File: config.mk
export PLATFORM = sky130hd
export DESIGN_NAME = control_sequencer
export DESIGN_NICKNAME = d
export VERILOG_FILES = /design/src/rtl/control_sequencer.sv
export SDC_FILE = /design/constraint.sdc
export NUM_CORES = 1
export LEC_CHECK = 0
export ABC_AREA = 0
export BUFFER_PORTS_ARGS = -buffer_cell sky130_fd_sc_hd__buf_2
export CAP_MARGIN = 15
export CORE_UTILIZATION = 47
export DETAILED_ROUTE_END_ITERATION = 6
export PLACE_DENSITY_LB_ADDON = 0.05
export SKIP_LAST_GASP = 1
export SYNTH_ARGS = -nofsm -noshare
export SYNTH_HDL_FRONTEND = slang
export SYNTH_SLANG_ARGS = --single-unit
File: constraint.sdc
create_clock -name Clock -period 2.33 [get_ports Clock]
set_clock_uncertainty 0.15 [all_clocks]
set_input_delay 0.233 -clock Clock [delete_from_list [all_inputs] [get_ports Clock]]
set_output_delay 0.233 -clock Clock [all_outputs]
set_load 0.05 [all_outputs]
File: src/rtl/control_sequencer.sv
// -----------------------------------------------------------------------------
// control_sequencer
//
// Hardwired control unit for the cpu_bus datapath. It fetches an instruction,
// captures the opcode and register fields from the IR image at the end of T2,
// and steps through T-states for register-register ALU, multiply/divide,
// unary, nop and halt instructions. Outputs are a Moore decode of the current
// state plus the latched IR fields. The one exception is MDRin in T1, which
// follows MemReady.
//
// Parameters
//   REGS      number of general registers (width of Rin/Rout)
//
// Ports
//   Clock     system clock, rising edge
//   Clear     synchronous active-low reset
//   IR        instruction image: op[31:27] ra[26:23] rb[22:19] rc[18:15]
//   MemReady  memory data valid this cycle (only looked at in T1)
//   PCout .. HIin   single-bit datapath controls
//   Rin/Rout  one-hot (or zero) register load / drive enables
//   ALUop     opcode during ALU execute states, otherwise zero
//   Run       high unless halted
//   IllegalOp one-cycle pulse in T3 for an undefined opcode
// -----------------------------------------------------------------------------
module control_sequencer #(
  parameter int REGS = 16
) (
  input  logic            Clock,
  input  logic            Clear,
  input  logic [31:0]     IR,
  input  logic            MemReady,
  output logic            PCout,
  output logic            PCin,
  output logic            IncPC,
  output logic            MARin,
  output logic            Read,
  output logic            MDRin,
  output logic            MDRout,
  output logic            IRin,
  output logic            Yin,
  output logic            ZLowIn,
  output logic            ZHighIn,
  output logic            Zlowout,
  output logic            ZHighout,
  output logic            LOin,
  output logic            HIin,
  output logic [REGS-1:0] Rin,
  output logic [REGS-1:0] Rout,
  output logic [4:0]      ALUop,
  output logic            Run,
  output logic            IllegalOp
);

  localparam int IDX_W = 4;

  typedef enum logic [2:0] {
    T0, T1, T2, T3, T4, T5, T6, HALT
  } state_t;

  typedef enum logic [2:0] {
    CLS_TWO, CLS_WIDE, CLS_UNARY, CLS_NOP, CLS_HALT, CLS_ILLEGAL
  } class_t;

  // Map an opcode onto the instruction class that selects the T-state path.
  function automatic class_t classify(input logic [4:0] op);
    class_t c;
    c = CLS_ILLEGAL;
    case (op)
      5'b00011, 5'b00100, 5'b00101, 5'b00110,
      5'b00111, 5'b01000, 5'b01001, 5'b01010: c = CLS_TWO;
      5'b01110, 5'b01111:                     c = CLS_WIDE;
      5'b10000, 5'b10001:                     c = CLS_UNARY;
      5'b11010:                               c = CLS_NOP;
      5'b11011:                               c = CLS_HALT;
      default:                                c = CLS_ILLEGAL;
    endcase
    return c;
  endfunction

  state_t           state_reg;
  state_t           state_next;
  logic             hold_reg;     // set by reset: T0 with outputs quiet for one cycle
  logic [4:0]       op_reg;
  logic [IDX_W-1:0] ra_reg;
  logic [IDX_W-1:0] rb_reg;
  logic [IDX_W-1:0] rc_reg;

  class_t           ir_class;     // class of the live IR input (used in T2)
  class_t           op_class;     // class of the captured opcode (T3 onward)
  logic             ctrl_en;

  logic             rout_en;
  logic [IDX_W-1:0] rout_idx;
  logic             rin_en;
  logic [IDX_W-1:0] rin_idx;

  // Only the opcode and the three register fields are decoded.
  logic unused_ir_bits;
  assign unused_ir_bits = ^IR[14:0];

  assign ir_class = classify(IR[31:27]);
  assign op_class = classify(op_reg);

  // Controls are suppressed while Clear is low (so reset always wins, e.g.
  // over MDRin in a T1 wait) and in the quiet cycle right after reset.
  assign ctrl_en = Clear && !hold_reg;

  // ---------------------------------------------------------------------------
  // State register
  // ---------------------------------------------------------------------------
  always_ff @(posedge Clock) begin
    if (!Clear) begin
      state_reg <= T0;
      hold_reg  <= 1'b1;
    end else begin
      state_reg <= state_next;
      hold_reg  <= 1'b0;
    end
  end

  // IR fields are latched on the edge that leaves T2, so later IR changes
  // have no effect until the next fetch.
  always_ff @(posedge Clock) begin
    if (!Clear) begin
      op_reg <= 5'b00000;
      ra_reg <= '0;
      rb_reg <= '0;
      rc_reg <= '0;
    end else if (!hold_reg && state_reg == T2) begin
      op_reg <= IR[31:27];
      ra_reg <= IR[26:23];
      rb_reg <= IR[22:19];
      rc_reg <= IR[18:15];
    end
  end

  // ---------------------------------------------------------------------------
  // Next-state logic
  // ---------------------------------------------------------------------------
  always_comb begin
    state_next = state_reg;
    if (hold_reg) begin
      // First active edge after reset stays in T0 and enables its outputs.
      state_next = T0;
    end else begin
      case (state_reg)
        T0: state_next = T1;
        T1: if (MemReady) state_next = T2;
        T2: begin
          case (ir_class)
            CLS_NOP:  state_next = T0;
            CLS_HALT: state_next = HALT;
            default:  state_next = T3;
          endcase
        end
        T3: begin
          if (op_class == CLS_ILLEGAL) state_next = T0;
          else                         state_next = T4;
        end
        T4: begin
          if (op_class == CLS_UNARY) state_next = T0;
          else                       state_next = T5;
        end
        T5: begin
          if (op_class == CLS_WIDE) state_next = T6;
          else                      state_next = T0;
        end
        T6:      state_next = T0;
        HALT:    state_next = HALT;
        default: state_next = T0;
      endcase
    end
  end

  // ---------------------------------------------------------------------------
  // Output decode
  // ---------------------------------------------------------------------------
  always_comb begin
    PCout     = 1'b0;
    PCin      = 1'b0;
    IncPC     = 1'b0;
    MARin     = 1'b0;
    Read      = 1'b0;
    MDRin     = 1'b0;
    MDRout    = 1'b0;
    IRin      = 1'b0;
    Yin       = 1'b0;
    ZLowIn    = 1'b0;
    ZHighIn   = 1'b0;
    Zlowout   = 1'b0;
    ZHighout  = 1'b0;
    LOin      = 1'b0;
    HIin      = 1'b0;
    ALUop     = 5'b00000;
    IllegalOp = 1'b0;
    rout_en   = 1'b0;
    rout_idx  = '0;
    rin_en    = 1'b0;
    rin_idx   = '0;

    if (ctrl_en) begin
      case (state_reg)
        T0: begin
          PCout  = 1'b1;
          MARin  = 1'b1;
          IncPC  = 1'b1;
          ZLowIn = 1'b1;
        end
        T1: begin
          Zlowout = 1'b1;
          PCin    = 1'b1;
          Read    = 1'b1;
          MDRin   = MemReady;
        end
        T2: begin
          MDRout = 1'b1;
          IRin   = 1'b1;
        end
        T3: begin
          case (op_class)
            CLS_TWO: begin
              rout_en  = 1'b1;
              rout_idx = rb_reg;
              Yin      = 1'b1;
            end
            CLS_WIDE: begin
              rout_en  = 1'b1;
              rout_idx = ra_reg;
              Yin      = 1'b1;
            end
            CLS_UNARY: begin
              rout_en  = 1'b1;
              rout_idx = rb_reg;
              ALUop    = op_reg;
              ZLowIn   = 1'b1;
            end
            CLS_ILLEGAL: IllegalOp = 1'b1;
            default: ;
          endcase
        end
        T4: begin
          case (op_class)
            CLS_TWO: begin
              rout_en  = 1'b1;
              rout_idx = rc_reg;
              ALUop    = op_reg;
              ZLowIn   = 1'b1;
            end
            CLS_WIDE: begin
              rout_en  = 1'b1;
              rout_idx = rb_reg;
              ALUop    = op_reg;
              ZLowIn   = 1'b1;
              ZHighIn  = 1'b1;
            end
            CLS_UNARY: begin
              Zlowout = 1'b1;
              rin_en  = 1'b1;
              rin_idx = ra_reg;
            end
            default: ;
          endcase
        end
        T5: begin
          case (op_class)
            CLS_TWO: begin
              Zlowout = 1'b1;
              rin_en  = 1'b1;
              rin_idx = ra_reg;
            end
            CLS_WIDE: begin
              Zlowout = 1'b1;
              LOin    = 1'b1;
            end
            default: ;
          endcase
        end
        T6: begin
          if (op_class == CLS_WIDE) begin
            ZHighout = 1'b1;
            HIin     = 1'b1;
          end
        end
        default: ;  // HALT: everything stays 0
      endcase
    end
  end

  // Run drops only in HALT; while Clear is asserted the unit is considered
  // running again.
  assign Run = (state_reg != HALT) || !Clear;

  // One-hot register enables from the selected field index. Registers beyond
  // the reach of a 4-bit field can never be selected.
  for (genvar gi = 0; gi < REGS; gi++) begin : g_reg_sel
    if (gi < (1 << IDX_W)) begin : g_live
      assign Rout[gi] = rout_en && (rout_idx == IDX_W'(gi));
      assign Rin[gi]  = rin_en  && (rin_idx  == IDX_W'(gi));
    end else begin : g_dead
      assign Rout[gi] = 1'b0;
      assign Rin[gi]  = 1'b0;
    end
  end

endmodule

==> results of run 1 <==
metal layers:
metal | wire length, microns | up-vias | global-route usage [%]
li1 | - | 1173 | -
met1 | 3330 | 1318 | 41.5
met2 | 4570 | 318 | 57.7
met3 | 1260 | 104 | 4.05
met4 | 878 | 0 | 15.0
met5 | 0 | - | 0
what timing repair did:
| item | CTS | global route |
|---|---|---|
| buffers inserted | 2 | 10 |
| resized for setup | 88 | 93 |
| pin swaps | 14 | 21 |
| setup endpoints to repair | 34 | 40 |
path summary, 6_finish.rpt:
kind,slack [ps],startpoint,end
worst max-delay path,-390,state_reg[1]$_SDFFE_PN0P_,Rout[8]
worst min-delay path,50,IR[15],rc_reg[0]$_SDFFE_PN0P_
worst max register to register,170,state_reg[0]$_SDFFE_PN0P_,op_class[2]$_DFF_P_
worst min register to register,320,rc_reg[3]$_SDFFE_PN0P_,rc_reg[3]$_SDFFE_PN0P_
worst min-delay path: cells and delay by family:
| kind | cells | cell delay, ps |
|---|---|---|
| and+or+nand+nor | 1 | 50 |
| AOI/OAI and AO/OA | 1 | 50 |
| buffers and inverters | 1 | 90 |
area by class of cell:
| cell class | count | area share (%) |
|---|---|---|
| Multi-Input combinational cell | 225 | 51.4 |
| Tap cell | 48 | 1.75 |
| Timing Repair Buffer | 117 | 30.0 |
| Inverter | 8 | 0.877 |
| Sequential cell | 24 | 14.4 |
| Clock buffer | 4 | 1.61 |
power breakdown:
part           switching, mW  internal [mW]
Clock                  0.130          0.151
Sequential           0.00557          0.411
Combinational         0.0806         0.0509
cells in the final DEF, fill, tap and decap left out, types with 5 or more instances in the layout:
master	instances
nor2_4	26
buf_4	36
nand4_1	5
nor3_2	8
dfxtp_1	18
buf_8	14
buf_2	34
nand3_1	5
nor2_2	9
inv_1	8
nand2b_1	6
nand2_1	43
nor2_1	8
nand3b_1	5
a21oi_1	24
buf_6	31
cells by family after synthesis:
family	Yosys count
AOI/OAI and AO/OA	61
xor gates and xnor gates	1
buffers and inverters	30
DFF	24
muxes	3
and+or+nand+nor	160
metrics by stage:
stage	util, %	worst slack, ps
finish	91.5	-388
global route	91.5	-493
CTS	80.2	-194
detailed placement	70.4	-56.5
global placement	70.4	-1.25
floorplan	-	-356
==> impl_metrics.sql, run 1 <==
INSERT INTO impl_metrics (metric_group, metric, value, unit) VALUES
('timing', 'final_hold_viol_count', '0', ''),
('final_layout', 'layout.area.seq', '493', 'sq um'),
('global_route', 'grt_start_max_net_pins', '19', ''),
('final_layout', 'fillers', '144', ''),
('global_route', 'grt_pass1_vias', '2245', ''),
('detailed_routing', 'drt_wl_total', '10000', 'microns'),
('clock_tree', 'clock-root-buffer', 'clkbuf_8', ''),
('timing', 'report.final.slew_viol_count', '0', ''),
('logic_synthesis', 'netlist_instances', '279', ''),
('timing', 'fin_worst_hold_slack', '48.2', 'ps'),
('final_layout', 'drive_above_1_share', '56.1', '%'),
('timing', 'slew_headroom', '63.1', '%'),
('pwr', 'cellPowerDensity', '242', 'nW/um^2'),
('final_layout', 'area_delta_synth_final', '83.8', '%'),
('die', 'design.die.area', '4220', 'sq um'),
('timing', 'finalSetupViolations', '40', ''),
('logic_synthesis', 'ys_types', '51', ''),
('logic_synthesis', 'most_used_standard_cell_by_instance_count_after_synthesis', 'nand2_1', ''),
('logic_synthesis', 'ys.flop_type', 'dfxtp_1', ''),
('detailed_routing', 'detail_route.wl_per_cell', '23.6', 'microns'),
('min_path', 'worstHoldPathType', 'primary input to flip-flop', ''),
('timing', 'post-route-period-util', '117', '%'),
('worst_setup_path', 'critPathCaptureType', 'output port', ''),
('worst_setup_path', 'cpPeakStageDelay', '400', 'ps'),
('timing', 'worst_pin_slew', '554', 'ps'),
('logic_synthesis', 'share_of_synthesized_cell_area_in_full_adder_half_adder_and_majority_cells', '0', '%'),
('logic_synthesis', 'yosys_register_bits', '24', ''),
('timing', 'max_clock_freq', '0.368', 'GHz'),
('logic_synthesis', 'yosys_warnings', '0', ''),
('worst_setup_path', 'path_delay_family', 'compound AO/OA/AOI/OAI gates', ''),
('run_status', 'violations', 'negative setup slack', ''),
('final_layout', 'num_antenna_cells', '0', ''),
('worst_setup_path', 'critical_path.n_buffers_inverters', '2', ''),
('worst_setup_path', 'critical_path.max_fanout', '4', ''),
('worst_setup_path', 'critPathKind', 'flip-flop to output port', ''),
('worst_setup_path', 'timing.critical_path.arrival', '2340', 'ps'),
('die', 'floorplan.rows', '22', ''),
('timing', 'final_period_minus_worst_setup_slack', '2720', 'ps'),
('placed_design', 'global_placer_s_final_weighted_congestion', '0.907', ''),
('clock_tree', 'cts-root-to-sink-buffers', '2', ''),
('clock_tree', 'clk_latency', '260', 'ps'),
('pwr', 'power_leakage', '1.30', 'nW'),
('die', 'chipWidth', '65.0', 'microns'),
('logic_synthesis', 'synth_xor_area_share', '0.470', '%'),
('clock_tree', 'cts_num_sinks', '24', ''),
('global_route', 'wire_length_of_the_first_global_routing_pass', '11000', 'microns'),
('clock_tree', 'clk_pin_slew_worst_paths', '90', 'ps'),
('detailed_routing', 'detail_route.first_pass.iterations', '5', ''),
('detailed_routing', 'remaining_drc_errors', '0', ''),
('die', 'top_level_ports', '89', ''),
('clock_tree', 'tritoncts.num_buffers', '3', ''),
('worst_setup_path', 'worstRegToRegCells', '6', ''),
('logic_synthesis', 'post_synth_most_frequent_cells', '45 x nand2_1, 43 x nor2_1, 24 x a21oi_1, 24 x dfxtp_1', ''),
('die', 'core_region_area', '3740', 'sq um'),
('run_status', 'run_status', 'complete, but fails checks', ''),
('detailed_routing', 'drt_iter0_drc', '370', ''),
('placed_design', 'dp.cells', '411', ''),
('clock_tree', 'tritoncts', 'yes', ''),
('placed_design', 'place_hpwl', '4180', 'microns'),
('pwr', 'irDropWorstVdd', '0.409', 'mV'),
('detailed_routing', 'final_antenna_net_count', '0', ''),
('final_layout', 'cell_area_after_layout', '3420', 'sq um'),
('clock_tree', 'cts-hold-fix-buffers', '0', ''),
('pwr', 'total_power', '828', 'uW'),
('worst_setup_path', 'critPathRequiredTime', '1950', 'ps'),
('worst_setup_path', 'startpoint_type', 'flip-flop', ''),
('timing', 'fin_setup_tns', '-8350', 'ps'),
('placed_design', 'port_buffers', '73', ''),
('logic_synthesis', 'synth_simple_gate_area_share', '44.0', '%'),
('timing', 'layout_setup_ws', '-388', 'ps'),
('global_route', 'grt_overflow_total', '0', '');
(Power assumes the default switching activity.)
==> run 2, diff against run 1 <==
--- a/config.mk
+++ b/config.mk
@@ -8,10 +8,11 @@
 export ABC_AREA = 0
 export BUFFER_PORTS_ARGS = -buffer_cell sky130_fd_sc_hd__buf_2
 export CAP_MARGIN = 15
-export CORE_UTILIZATION = 47
+export CORE_UTILIZATION = 50
 export DETAILED_ROUTE_END_ITERATION = 6
 export PLACE_DENSITY_LB_ADDON = 0.05
 export SKIP_LAST_GASP = 1
+export SLEW_MARGIN = 15
 export SYNTH_ARGS = -nofsm -noshare
 export SYNTH_HDL_FRONTEND = slang
 export SYNTH_SLANG_ARGS = --single-unit
==> constraint.sdc (replaced) <==
create_clock -name Clock -period 3.4 [get_ports Clock]
set_clock_uncertainty 0.15 [all_clocks]
set_input_delay 0.34 -clock Clock [delete_from_list [all_inputs] [get_ports Clock]]
set_output_delay 0.34 -clock Clock [all_outputs]
set_load 0.05 [all_outputs]
==> run 2 against run 1 <==
The run now ends clean. Sequential share of layout area grew 6.9 points. Register-to-register slack gained 840 ps. Non-clock buffer count shrank 41. Combinational power shrank 54%. Global-route usage shrank 7.2 points. Critical endpoint is now Rout[9]. Largest power group unchanged.
==> impl_metrics.sql, run 2 (synthesis results as in run 1) <==
INSERT INTO impl_metrics (metric_group, metric, value, unit) VALUES
('run_status', 'run_status', 'complete, no violations', ''),
('detailed_routing', 'detail_route.first_pass.iterations', '5', ''),
('worst_setup_path', 'timing.critical_path.arrival', '2510', 'ps'),
('final_layout', 'final_cell_mix', '73 x buf_2, 45 x nand2_1, 43 x nor2_1', ''),
('global_route', 'grt_antenna_before_repair', '0', ''),
('detailed_routing', 'vias_per_cell', '5.62', ''),
('final_layout', 'largest_register_ffs', '5', ''),
('pwr', 'cellPowerDensity', '229', 'nW/um^2'),
('pwr', 'irDropWorstVdd', '0.188', 'mV'),
('detailed_routing', 'detailroute.via_count', '2147', ''),
('timing', 'final_period_minus_worst_setup_slack', '3000', 'ps'),
('detailed_routing', 'remaining_drc_errors', '0', ''),
('pwr', 'power_leakage', '0.959', 'nW'),
('placed_design', 'port_buffers', '73', ''),
('worst_setup_path', 'startpoint_type', 'flip-flop', ''),
('clock_tree', 'cts-root-to-sink-buffers', '2', ''),
('die', 'top_level_ports', '89', ''),
('final_layout', 'postLayoutCoreUtil', '65.6', '%'),
('timing', 'max_clock_freq', '0.334', 'GHz'),
('placed_design', 'dp.cells', '379', ''),
('min_path', 'worstHoldPathType', 'primary input to flip-flop', ''),
('die', 'floorplan.rows', '21', ''),
('timing', 'layout_setup_ws', '403', 'ps'),
('global_route', 'grt_start_max_net_pins', '22', ''),
('timing', 'final_hold_viol_count', '0', ''),
('clock_tree', 'tritoncts.num_buffers', '3', ''),
('timing', 'fin_setup_tns', '0', 'ps'),
('timing', 'grt_setup_unrepaired', 'false', ''),
('detailed_routing', 'detail_route.wl_per_cell', '12.8', 'microns'),
('global_route', 'grt_overflow_total', '0', ''),
('final_layout', 'layout.cells.most_common', 'buf_2', ''),
('clock_tree', 'cts-hold-fix-buffers', '0', ''),
('die', 'core_region_area', '3440', 'sq um'),
('timing', 'post-route-period-util', '88.1', '%'),
('final_layout', 'area_delta_synth_final', '21.2', '%'),
('timing', 'worst_pin_slew', '660', 'ps'),
('die', 'initial_core_util', '54.1', '%'),
('detailed_routing', 'drt_wl_total', '4910', 'microns'),
('clock_tree', 'clk_pin_slew_worst_paths', '80', 'ps'),
('detailed_routing', 'drt_iter0_drc', '165', ''),
('worst_setup_path', 'critPathCaptureType', 'output port', ''),
('clock_tree', 'clock_tree.htree_level_count', '1', ''),
('detailed_routing', 'final_antenna_net_count', '0', ''),
('timing', 'report.final.slew_viol_count', '0', ''),
('job', 'cap_viol_max_count', '0', ''),
('timing', 'fin_worst_hold_slack', '153', 'ps'),
('pwr', 'total_power', '516', 'uW'),
('worst_setup_path', 'path_delay_family', 'simple AND/OR/NAND/NOR gates', ''),
('timing', 'slew_headroom', '55.8', '%'),
('final_layout', 'cell_area_after_layout', '2260', 'sq um'),
('die', 'design.die.area', '3970', 'sq um'),
('placed_design', 'placed_cell_area', '2220', 'sq um'),
('final_layout', 'num_antenna_cells', '0', ''),
('worst_setup_path', 'cpPeakStageDelay', '710', 'ps'),
('worst_setup_path', 'critical_path.max_fanout', '19', ''),
('die', 'dieHeight', '63.0', 'microns'),
('worst_setup_path', 'critical_path.n_buffers_inverters', '1', ''),
('worst_setup_path', 'critPathKind', 'flip-flop to output port', ''),
('final_layout', 'drive_above_1_share', '26.5', '%'),
('clock_tree', 'post_cts_resized', '0', ''),
('timing', 'finalSetupViolations', '0', ''),
('global_route', 'grt_total_usage', '26.4', '%'),
('final_layout', 'final_cell_count_no_fill', '382', ''),
('global_route', 'wire_length_of_the_first_global_routing_pass', '8710', 'microns'),
('placed_design', 'preCtsSetupSlack', '709', 'ps'),
('placed_design', 'place_hpwl', '3710', 'microns'),
('clock_tree', 'clock-root-buffer', 'clkbuf_8', ''),
('placed_design', 'global_placer_s_final_weighted_congestion', '0.907', ''),
('global_route', 'grt_pass1_vias', '1901', ''),
('clock_tree', 'tritoncts', 'yes', ''),
('clock_tree', 'post_cts.repair.setup_buffers', '0', ''),
('final_layout', 'design.final.nets', '373', ''),
('worst_setup_path', 'critPathRequiredTime', '2910', 'ps'),
('clock_tree', 'cts_num_sinks', '24', ''),
('die', 'chipWidth', '63.0', 'microns'),
('clock_tree', 'clk_latency', '270', 'ps'),
('worst_setup_path', 'timing.critical_path.cells', 'nand3b_1, a211oi_1, o21bai_1, or3_4, nor2_1, buf_2', ''),
('worst_setup_path', 'slowest_stage', 'dfxtp_1', '');
-- run 2: cell count changes in the layout (fill, tap and decap cells not counted), sizes merged --
| cell | before | now |
|---|---|---|
| buf | 116 | 76 |
| clkbuf | 5 | 3 |
-- run 2: final timing paths --
| kind | from | end | slack (ps) | depth (start not counted) |
|---|---|---|---|---|
| max | state_reg[1]$_SDFFE_PN0P_ | Rout[9] | 400 | 6 |
| min reg2reg | rc_reg[0]$_SDFFE_PN0P_ | rc_reg[0]$_SDFFE_PN0P_ | 320 | 2 |
| min | IR[18] | rc_reg[3]$_SDFFE_PN0P_ | 150 | 3 |
| max reg2reg | state_reg[1]$_SDFFE_PN0P_ | op_class[2]$_DFF_P_ | 1010 | 5 |
-- run 2: cell type report --
type	instances	area (sq um)
timing repair buffer	76	388
tap	46	57.6
inverter	8	30.0
clock buffer	3	41.3
multi-input combinational	225	1260
sequential	24	480
fill	340	1180
-- run 2: power by group --
part           leakage [nW]  switching (mW)  internal (mW)
Combinational         0.743          0.0398         0.0214
Sequential            0.194         0.00561          0.283
Clock                0.0216          0.0876         0.0793
Total                 0.959           0.133          0.383
-- run 2: worst min-delay path: cells and delay by family --
family,cells,cell delay (ps)
AND/OR/NAND/NOR,1,50
AO/OA/AOI/OAI,1,50
buffers and inverters,1,90
-- run 2: per-layer routing --
layer / global-route usage (%) / wire length [microns] / share of wire [%]
met1: 34.8 / 2310 / 47
met2: 44.0 / 2320 / 47
met3: 3.47 / 243 / 5.0
met5: 0 / 0 / 0
met4: 8.72 / 38 / 0.77
==> run 3, diff against run 2 <==
--- a/config.mk
+++ b/config.mk
@@ -8,7 +8,7 @@
 export ABC_AREA = 0
 export BUFFER_PORTS_ARGS = -buffer_cell sky130_fd_sc_hd__buf_2
 export CAP_MARGIN = 15
-export CORE_UTILIZATION = 50
+export CORE_UTILIZATION = 25
 export DETAILED_ROUTE_END_ITERATION = 6
 export PLACE_DENSITY_LB_ADDON = 0.05
 export SKIP_LAST_GASP = 1
==> run 3 against run 2 <==
Sequential cell count stayed put. Core utilization is 33 points lower. Largest cell class unchanged. Combinational power is 7.2% higher. Non-clock buffer count is 1 higher. Design area is 4.6% higher. Largest power group unchanged. Highest routed layer unchanged.
==> impl_metrics.sql, run 3 (synthesis results as in run 1) <==
INSERT INTO impl_metrics (metric_group, metric, value, unit) VALUES
('clock_tree', 'clk_pin_slew_worst_paths', '90', 'ps'),
('detailed_routing', 'remaining_drc_errors', '0', ''),
('final_layout', 'num_antenna_cells', '0', ''),
('final_layout', 'area_delta_synth_final', '26.7', '%'),
('clock_tree', 'post_cts.repair.setup_buffers', '0', ''),
('placed_design', 'global_placer_s_final_weighted_congestion', '0.784', ''),
('final_layout', 'final_cell_mix', '73 x buf_2, 45 x nand2_1, 43 x nor2_1', ''),
('detailed_routing', 'detail_route.first_pass.iterations', '4', ''),
('final_layout', 'design.final.nets', '374', ''),
('worst_setup_path', 'cpPeakStageDelay', '690', 'ps'),
('die', 'core_region_area', '7210', 'sq um'),
('worst_setup_path', 'critical_path.max_fanout', '16', ''),
('worst_setup_path', 'slowest_stage', 'dfxtp_1', ''),
('timing', 'report.final.slew_viol_count', '0', ''),
('worst_setup_path', 'path_delay_family', 'simple AND/OR/NAND/NOR gates', ''),
('timing', 'fin_setup_tns', '0', 'ps'),
('worst_setup_path', 'timing.critical_path.arrival', '2530', 'ps'),
('detailed_routing', 'final_antenna_net_count', '0', ''),
('clock_tree', 'post_cts_resized', '0', ''),
('global_route', 'grt_antenna_before_repair', '0', ''),
('global_route', 'grt_start_max_net_pins', '21', ''),
('worst_setup_path', 'worstSetupStartpoint', 'state_reg[2]$_SDFFE_PN0P_', ''),
('min_path', 'worstHoldPathType', 'primary input to flip-flop', ''),
('pwr', 'swShare', '23.8', '%'),
('timing', 'post-route-period-util', '88.7', '%'),
('detailed_routing', 'detail_route.wl_per_cell', '13.3', 'microns'),
('pwr', 'total_power', '606', 'uW'),
('die', 'design.die.area', '7800', 'sq um'),
('die', 'initial_core_util', '25.8', '%'),
('pwr', 'switchingPower', '144', 'uW'),
('worst_setup_path', 'critPathRequiredTime', '2910', 'ps'),
('worst_setup_path', 'critPathCaptureType', 'output port', ''),
('die', 'chipWidth', '88.3', 'microns'),
('min_path', 'min_from', 'IR[23]', ''),
('detailed_routing', 'vias_per_cell', '4.86', ''),
('pwr', 'irDropWorstVdd', '0.126', 'mV'),
('clock_tree', 'cts_num_sinks', '24', ''),
('clock_tree', 'cts-root-to-sink-buffers', '2', ''),
('clock_tree', 'clock-root-buffer', 'clkbuf_8', ''),
('timing', 'final_hold_viol_count', '0', ''),
('timing', 'max_clock_freq', '0.332', 'GHz'),
('clock_tree', 'clock_tree.htree_level_count', '1', ''),
('worst_setup_path', 'worst_r2r_startpoint', 'state_reg[0]$_SDFFE_PN0P_', ''),
('die', 'top_level_ports', '89', ''),
('worst_setup_path', 'timing.critical_path.cells', 'nand2b_1, nor4_2, o21bai_1, or3_4, nor2_1, buf_2', ''),
('pwr', 'power_leakage', '0.978', 'nW'),
('pwr', 'power_frac_clock', '41.9', '%'),
('placed_design', 'port_buffers', '73', ''),
('pwr', 'combPwrFrac', '10.8', '%'),
('die', 'floorplan.rows', '31', ''),
('worst_setup_path', 'critical_path.n_buffers_inverters', '1', ''),
('global_route', 'wire_length_of_the_first_global_routing_pass', '8910', 'microns'),
('detailed_routing', 'drt_wl_total', '5820', 'microns'),
('timing', 'final_period_minus_worst_setup_slack', '3020', 'ps'),
('timing', 'grt_setup_unrepaired', 'false', ''),
('pwr', 'power.sequential.fraction', '47.3', '%'),
('worst_setup_path', 'critPathKind', 'flip-flop to output port', ''),
('global_route', 'grt_pass1_vias', '1743', ''),
('die', 'dieHeight', '88.3', 'microns'),
('clock_tree', 'tritoncts.num_buffers', '3', ''),
('final_layout', 'largest_register_ffs', '5', ''),
('run_status', 'run_status', 'complete, no violations', ''),
('global_route', 'grt_total_usage', '14.8', '%'),
('detailed_routing', 'drt_iter0_drc', '121', ''),
('final_layout', 'layout.cells.most_common', 'buf_2', ''),
('pwr', 'p_int', '462', 'uW'),
('clock_tree', 'cts-hold-fix-buffers', '0', ''),
('timing', 'worst_pin_slew', '675', 'ps'),
('timing', 'slew_headroom', '54.9', '%'),
('job', 'cap_viol_max_count', '0', ''),
('placed_design', 'place_hpwl', '4510', 'microns'),
('clock_tree', 'clk_latency', '270', 'ps'),
('clock_tree', 'tritoncts', 'yes', ''),
('global_route', 'grt_overflow_total', '0', ''),
('worst_setup_path', 'startpoint_type', 'flip-flop', ''),
('detailed_routing', 'detailroute.via_count', '2124', ''),
('pwr', 'cellPowerDensity', '257', 'nW/um^2'),
('timing', 'finalSetupViolations', '0', ''),
('final_layout', 'drive_above_1_share', '26.9', '%');
run 3: changes by cell type in the layout (fill, tap and decap cells not counted), sizes merged:
| cell | before | now |
|---|---|---|
| bufinv | 0 | 1 |
| buf | 76 | 77 |
run 3: power groups by stage:
stage | Combinational, mW | Clock (mW) | Sequential (mW)
floorplan | 0.0447 | 0 | 0.291
global placement | 0.0664 | 0 | 0.294
detailed placement | 0.0657 | 0 | 0.294
CTS | 0.0660 | 0.266 | 0.287
global route | 0.0710 | 0.277 | 0.287
finish | 0.0656 | 0.254 | 0.287
run 3: cell type report:
type / instances / area, sq um
timing repair buffer: 77 / 395
fill: 802 / 4850
clock inverter: 1 / 30.0
inverter: 8 / 30.0
tap: 99 / 124
multi-input combinational: 225 / 1260
clock buffer: 3 / 41.3
sequential: 24 / 480
run 3: final timing paths:
path | endpoint | depth (start not counted) | slack [ps]
worst min register to register | rc_reg[0]$_SDFFE_PN0P_ | 2 | 310
worst max register to register | op_class[2]$_DFF_P_ | 6 | 1340
worst max-delay path | Rout[9] | 6 | 380
worst min-delay path | ra_reg[0]$_SDFFE_PN0P_ | 3 | 140
run 3: metrics by stage:
| stage | setup WS [ps] | hold slack [ps] | cell area [sq um] | cells | utilization (%) |
|---|---|---|---|---|---|
| finish | 385 | 144 | 2360 | 437 | 32.7 |
| global route | 258 | 135 | 2360 | 437 | 32.7 |
| CTS | 383 | 137 | 2360 | 437 | 32.7 |
| detailed placement | 674 | 304 | 2290 | 433 | 31.7 |
| global placement | 664 | 299 | 2290 | 433 | 31.7 |
| floorplan | 301 | 286 | 1870 | 279 | - |
run 3: routing by layer:
layer / global-route usage (%) / up-vias / wire length, microns
li1: - / 1096 / -
met1: 21.3 / 971 / 2940
met2: 23.6 / 55 / 2610
met3: 1.96 / 2 / 240
met4: 2.79 / 0 / 34
met5: 0 / - / 0
run 3: worst reg2reg max path, cell delays in order (launching register included):
cell	delay, ps
dfxtp_1	400
buf_4	210
nor4b_4	500
buf_4	310
and4_1	210
o21a_1	120
nor4_1	50
